File: src/rtl/tri_inv_pkg.sv
// Shared types and helpers for the lower-triangular matrix inverter.
package tri_inv_pkg;

  typedef enum logic [2:0] {IDLE, DIAG, MAC, FIN, FINISH} state_t;

  // Bit offset of element (r,c) in a row-major packed n x n matrix of w-bit words.
  function automatic int idx(input int r, input int c, input int n, input int w);
    return w * (r * n + c);
  endfunction

  // Accumulator width: element width plus headroom for n partial sums and sign.
  function automatic int acc_width(input int n, input int w);
    return w + $clog2(n) + 1;
  endfunction

  localparam int ACC_W_DEFAULT = acc_width(3, 16);

  function automatic logic signed [63:0] sat_w(input logic signed [63:0] v, input int w);
    logic signed [63:0] hi;
    logic signed [63:0] lo;
    hi = (64'sd1 <<< (w - 1)) - 64'sd1;
    lo = -(64'sd1 <<< (w - 1));
    if (v > hi) return hi;
    if (v < lo) return lo;
    return v;
  endfunction

endpackage

File: src/rtl/tri_inv_sequencer_fxp_mac.sv
// Fixed-point multiply-accumulate: a*b >>> FRAC, accumulated with clear/enable,
// plus a combinational W-bit saturated view of the shifted product.
module fxp_mac
  import tri_inv_pkg::*;
#(
  parameter int W    = 16,
  parameter int FRAC = 8,
  parameter int AW   = 19,
  parameter int AWA  = 20
) (
  input  logic                  clk,
  input  logic                  rst_n,
  input  logic                  clear,
  input  logic                  en,
  input  logic signed [AWA-1:0] a,
  input  logic signed [W-1:0]   b,
  output logic signed [AW-1:0]  acc,
  output logic signed [W-1:0]   sat
);

  localparam int PW = AWA + W;

  logic signed [PW-1:0] prod;
  logic signed [PW-1:0] prod_sh;

  assign prod    = PW'(a) * PW'(b);
  assign prod_sh = prod >>> FRAC;
  assign sat     = W'(sat_w(64'(prod_sh), W));

  // NOTE: sequential state uses non-blocking assignments so every register samples pre-edge values.
  always_ff @(posedge clk or negedge rst_n) begin
    if (!rst_n)     acc <= '0;
    else if (clear) acc <= '0;
    else if (en)    acc <= acc + AW'(prod_sh);
  end

endmodule

File: src/rtl/tri_inv_sequencer.sv
// Inverts an N x N lower-triangular fixed-point matrix by forward substitution,
// borrowing an external reciprocal unit for the diagonal.
module tri_inv_sequencer
  import tri_inv_pkg::*;
#(
  parameter int N    = 3,
  parameter int W    = 16,
  parameter int FRAC = 8
) (
  input  logic             clk,
  input  logic             rst_n,
  input  logic             start,
  input  logic [W*N*N-1:0] L_in,
  output logic             busy,
  output logic             done,
  output logic             err_singular,
  output logic [W*N*N-1:0] L_inv_out,
  output logic             recip_req,
  output logic [W-1:0]     recip_operand,
  input  logic             recip_valid,
  input  logic [W-1:0]     recip_result
);

  localparam int AW  = acc_width(N, W);
  localparam int AWA = AW + 1;
  localparam int IW  = $clog2(N);
  localparam logic [IW-1:0] LAST_I = IW'(N - 1);
  localparam logic [IW-1:0] LAST_J = IW'(N - 2);

  state_t state, state_next;
  logic [IW-1:0] i, j, k;
  logic signed [W-1:0] l_reg [N][N];
  logic signed [W-1:0] inv   [N][N];
  logic diag_zero, accept, last_pair, mac_clear, mac_en;
  logic signed [AWA-1:0] mac_a;
  logic signed [W-1:0]   mac_b, mac_sat;
  logic signed [AW-1:0]  acc;
  logic [W*N*N-1:0]      inv_flat;

  assign diag_zero = (l_reg[i][i] == '0);
  assign accept    = recip_req && recip_valid;
  assign last_pair = (i == LAST_I) && (j == LAST_J);
  assign mac_en    = (state == MAC);
  assign mac_clear = (state == FIN) || ((state == DIAG) && accept && (i == LAST_I));
  // FIN reuses the multiplier: -acc * inv[i][i] at full accumulator precision.
  assign mac_a     = (state == FIN) ? -AWA'(acc) : AWA'(l_reg[i][k]);
  assign mac_b     = (state == FIN) ? inv[i][i] : inv[k][j];

  fxp_mac #(.W(W), .FRAC(FRAC), .AW(AW), .AWA(AWA)) u_mac (
    .clk   (clk),
    .rst_n (rst_n),
    .clear (mac_clear),
    .en    (mac_en),
    .a     (mac_a),
    .b     (mac_b),
    .acc   (acc),
    .sat   (mac_sat)
  );

  always_ff @(posedge clk or negedge rst_n) begin
    if (!rst_n) state <= IDLE;
    else        state <= state_next;
  end

  // NOTE: every always_comb output gets a default first so no path can infer a latch.
  always_comb begin
    state_next = state;
    unique case (state)
      IDLE:    if (start) state_next = DIAG;
      DIAG:    if (diag_zero) state_next = FINISH;
               else if (accept && (i == LAST_I)) state_next = MAC;
      MAC:     if (k == i - IW'(1)) state_next = FIN;
      FIN:     state_next = last_pair ? FINISH : MAC;
      FINISH:  state_next = IDLE;
      default: state_next = IDLE;
    endcase
  end

  always_comb begin
    busy          = 1'b0;
    done          = 1'b0;
    recip_req     = 1'b0;
    recip_operand = '0;
    unique case (state)
      DIAG: begin
        busy = 1'b1;
        if (!diag_zero) begin
          recip_req     = 1'b1;
          recip_operand = l_reg[i][i];
        end
      end
      MAC, FIN: busy = 1'b1;
      FINISH:   done = 1'b1;
      default: ;
    endcase
  end

  // Final result with the last off-diagonal element taken straight from the multiplier.
  always_comb begin
    inv_flat = '0;
    for (int r = 0; r < N; r++)
      for (int c = 0; c < N; c++)
        if (c <= r) inv_flat[idx(r, c, N, W) +: W] = inv[r][c];
    inv_flat[idx(N - 1, N - 2, N, W) +: W] = mac_sat;
  end

  always_ff @(posedge clk or negedge rst_n) begin
    if (!rst_n) begin
      i            <= '0;
      j            <= '0;
      k            <= '0;
      err_singular <= 1'b0;
      L_inv_out    <= '0;
    end else begin
      unique case (state)
        IDLE: if (start) begin
          err_singular <= 1'b0;
          i            <= '0;
          j            <= '0;
          k            <= '0;
        end
        DIAG: begin
          if (diag_zero) err_singular <= 1'b1;
          else if (accept) begin
            if (i == LAST_I) begin
              i <= IW'(1);
              j <= '0;
              k <= '0;
            end else begin
              i <= i + IW'(1);
            end
          end
        end
        MAC: k <= k + IW'(1);
        FIN: begin
          if (j + IW'(1) == i) begin
            i <= i + IW'(1);
            j <= '0;
            k <= '0;
          end else begin
            j <= j + IW'(1);
            k <= j + IW'(1);
          end
          if (last_pair) L_inv_out <= inv_flat;
        end
        default: ;
      endcase
    end
  end

  // NOTE: matrix storage has no reset; it is always written before it is read.
  always_ff @(posedge clk) begin
    if ((state == IDLE) && start)
      for (int r = 0; r < N; r++)
        for (int c = 0; c < N; c++)
          l_reg[r][c] <= L_in[idx(r, c, N, W) +: W];
    if ((state == DIAG) && accept) inv[i][i] <= recip_result;
    if (state == FIN)              inv[i][j] <= mac_sat;
  end

endmodule

File: config.mk
export PLATFORM = sky130hd
export DESIGN_NAME = tri_inv_sequencer
export DESIGN_NICKNAME = d
export VERILOG_FILES = /design/src/rtl/tri_inv_pkg.sv /design/src/rtl/tri_inv_sequencer_fxp_mac.sv /design/src/rtl/tri_inv_sequencer.sv
export SDC_FILE = /design/constraint.sdc
export NUM_CORES = 1
export LEC_CHECK = 0
export BUFFER_PORTS_ARGS = -buffer_cell sky130_fd_sc_hd__buf_2
export CAP_MARGIN = 0
export CORE_ASPECT_RATIO = 1.1
export CORE_MARGIN = 3
export CORE_UTILIZATION = 25
export DETAILED_ROUTE_END_ITERATION = 8
export PLACE_DENSITY = 0.39
export SYNTH_ARGS = -nofsm -noshare
export SYNTH_HDL_FRONTEND = slang
export SYNTH_SLANG_ARGS = --single-unit
export TNS_END_PERCENT = 20
File: constraint.sdc
create_clock -name clk -period 11.8 [get_ports clk]
set_input_delay 0.59 -clock clk [delete_from_list [all_inputs] [get_ports clk]]
set_output_delay 0.59 -clock clk [all_outputs]
set_load 0.01 [all_outputs]
==> out/results.ini <==
[outcome]
status=finished, final reports clean

[global_routing]
grt_pass1_vias=23100
grt_antenna_before_repair=10
grt_pass1_wl_mm=165
grtUsageTotal_pct=17.4
grt_max_degree=88
grt_overflow=0

[synth]
yosysTopAreaCell=edfxtp_1
yosysWarnings=0
yosys.area.top_type_share_pct=27.7
avgSynthCellArea_um2=10.8
synth_seq_cells=413
synth-edff-count=288
synth_cell_types=81
yosysSeqAreaShare_pct=37.7
synthFlopType=edfxtp_1
syn_inst=2897
async_flop_share_pct=30.3
synthTopCellsByArea=edfxtp_1 (28%), fa_1 (20%), dfrtp_1 (10%), inv_1 (4.8%), ha_1 (4.5%)
synth_area_um2=31300

[final_layout]
register_area_um2=11800
nNetsFinal=3749
n_fill_cell=13000
syn2layout_area_growth_pct=16.1
layout_commonest_cell=inv_1
layout_common_cells=inv_1 (396), fa_1 (318), edfxtp_1 (288)
final_layout_size_suffix_gt1_share_pct=18.8
multiInputGateArea_um2=17400

[drt]
routed_wirelength_mm=114
drt_iter0_drc=1334
route.detailed.drc=0
vias=21900
post_drt_via_cell_ratio=4.53
routedWlPerCell_um=23.5
detail-route-antenna-nets=0
wl_met3_mm=4.16
drt_pass1_iterations=5
m1WireLength_mm=52.4
wl_met2_mm=55.2
highest_layer=met4

[floorplanning]
die_h_um=377
io-pin-count=328
coreArea_um2=124000
num_rows=135
dieArea_um2=129000
die_w_um=343
initial_core_util_pct=25.3

[place]
numPortBuffers=279
globalplace.congestion=0.828
place_hpwl_mm=88.2

[critical_path]
reg2reg_to=inv[2][13]
critPathMaxStageDelay_ps=1010
cpMostUsedCell=fa_1
crit_end=inv[2][13]
path_class=register to register
reg2reg_slack_ps=1030
critPathBufInv=5
crit_cells=27
startpoint_type=register
cp-end-kind=register
crit_fanout=30
cp_top_family=compound AO/OA/AOI/OAI gates
critPathLaunch=k[0]
crit_arrival_ps=11120
cp.required_ps=12150
r2r-start=k[0]
reg2regPathDepth=27
slowest_stage=o211ai_1

[clock_tree]
cts_made_buffers=47
cts_setup_buffers=0
root_buffer=clkbuf_16
cts_max_level=2
clk_pin_slew_ps=60
numClockSinks=413
clockBufferDepth=3
cts_tree=built
clock_latency_ps=610

[timing]
finalClockSkew_ps=39.2
worstMarginPinSlew_ps=1240
setup_tns_ps=0
fin_crit_ps=10770
final-max-slew-violation-count=0
rsz0062_at_grt=no
fmax_mhz=92.9
fin_crit_sh_pct=91.2
setup-violations-final=0
hold_violations=0
max_slew_margin_pct=17.2

[flow_run]
drv_cap=0

[min_path]
hold_path_class=input port to async pin

logic make-up (layout without fill, tap and decap cells):
group / count (synthesis) / after routing / synth area share (%)
flops: 413 / 413 / 37.7
buf+inv: 582 / 830 / 7.72
other cells: 1 / 53 / 0.0120
xor+xnor: 67 / 67 / 1.88
fa+ha+maj: 431 / 431 / 24.9
simple gates: 724 / 724 / 10.2
mux: 204 / 204 / 7.76
compound gates: 475 / 475 / 9.85
how the worst min path moves through the flow:
| stage | startpoint | end | slack [ps] |
|---|---|---|---|
| finish | rst_n | L_inv_out[139] | 40 |
| global route | rst_n | L_inv_out[10] | 110 |
| CTS | rst_n | L_inv_out[10] | 90 |
| detailed placement | L_inv_out[113] | L_inv_out[113] | 470 |
| global placement | L_inv_out[113] | L_inv_out[113] | 470 |
| floorplan | rst_n | L_inv_out[0] | 290 |
final cells by class:
type | instances | share of cell area [%]
Multi-Input combinational cell | 1949 | 47.9
Sequential cell | 413 | 32.5
Tap cell | 1644 | 5.67
Timing Repair Buffer | 345 | 5.26
Inverter | 398 | 4.13
Clock buffer | 62 | 3.83
Clock inverter | 25 | 0.727
Antenna cell | 5 | 0.0345
per-stage QoR:
stage / cell area [um2] / instances / util, % / hold slack, ps / setup WS [ps]
floorplan: 31400 / 2944 / - / 294 / 1920
CTS: 36300 / 4836 / 29.3 / 85.3 / 645
detailed placement: 34600 / 4749 / 28.0 / 474 / 652
global route: 36300 / 4839 / 29.3 / 113 / 172
finish: 36300 / 4841 / 29.4 / 43.4 / 1030
global placement: 34600 / 4749 / 28.0 / 472 / 535
per-layer routing:
metal | up-vias | GRT usage, %
met5 | - | 0
met4 | 0 | 3.21
met3 | 91 | 1.59
met2 | 510 | 29.7
met1 | 11200 | 24.2
li1 | 10100 | -
synthesized netlist by cell type (28+ instances only):
library cell,n
inv_1,397
edfxtp_1,288
a21o_1,29
clkbuf_1,96
nor2_1,249
dfrtp_1,125
fa_1,318
xnor2_1,39
mux2i_1,90
buf_4,49
xor2_1,28
nand2_1,280
mux2_2,92
a21oi_1,144
o21ai_0,88
o21ai_1,58
ha_1,113
nor2b_1,64
buf_1,28
repair_timing:
item	CTS	global route
hold buffers	0	0
gates resized for setup	0	1
endpoints found under the setup margin	0	21
Power is not shown: default switching activity piles up to over one toggle a cycle in this logic, so the estimate is an artifact.
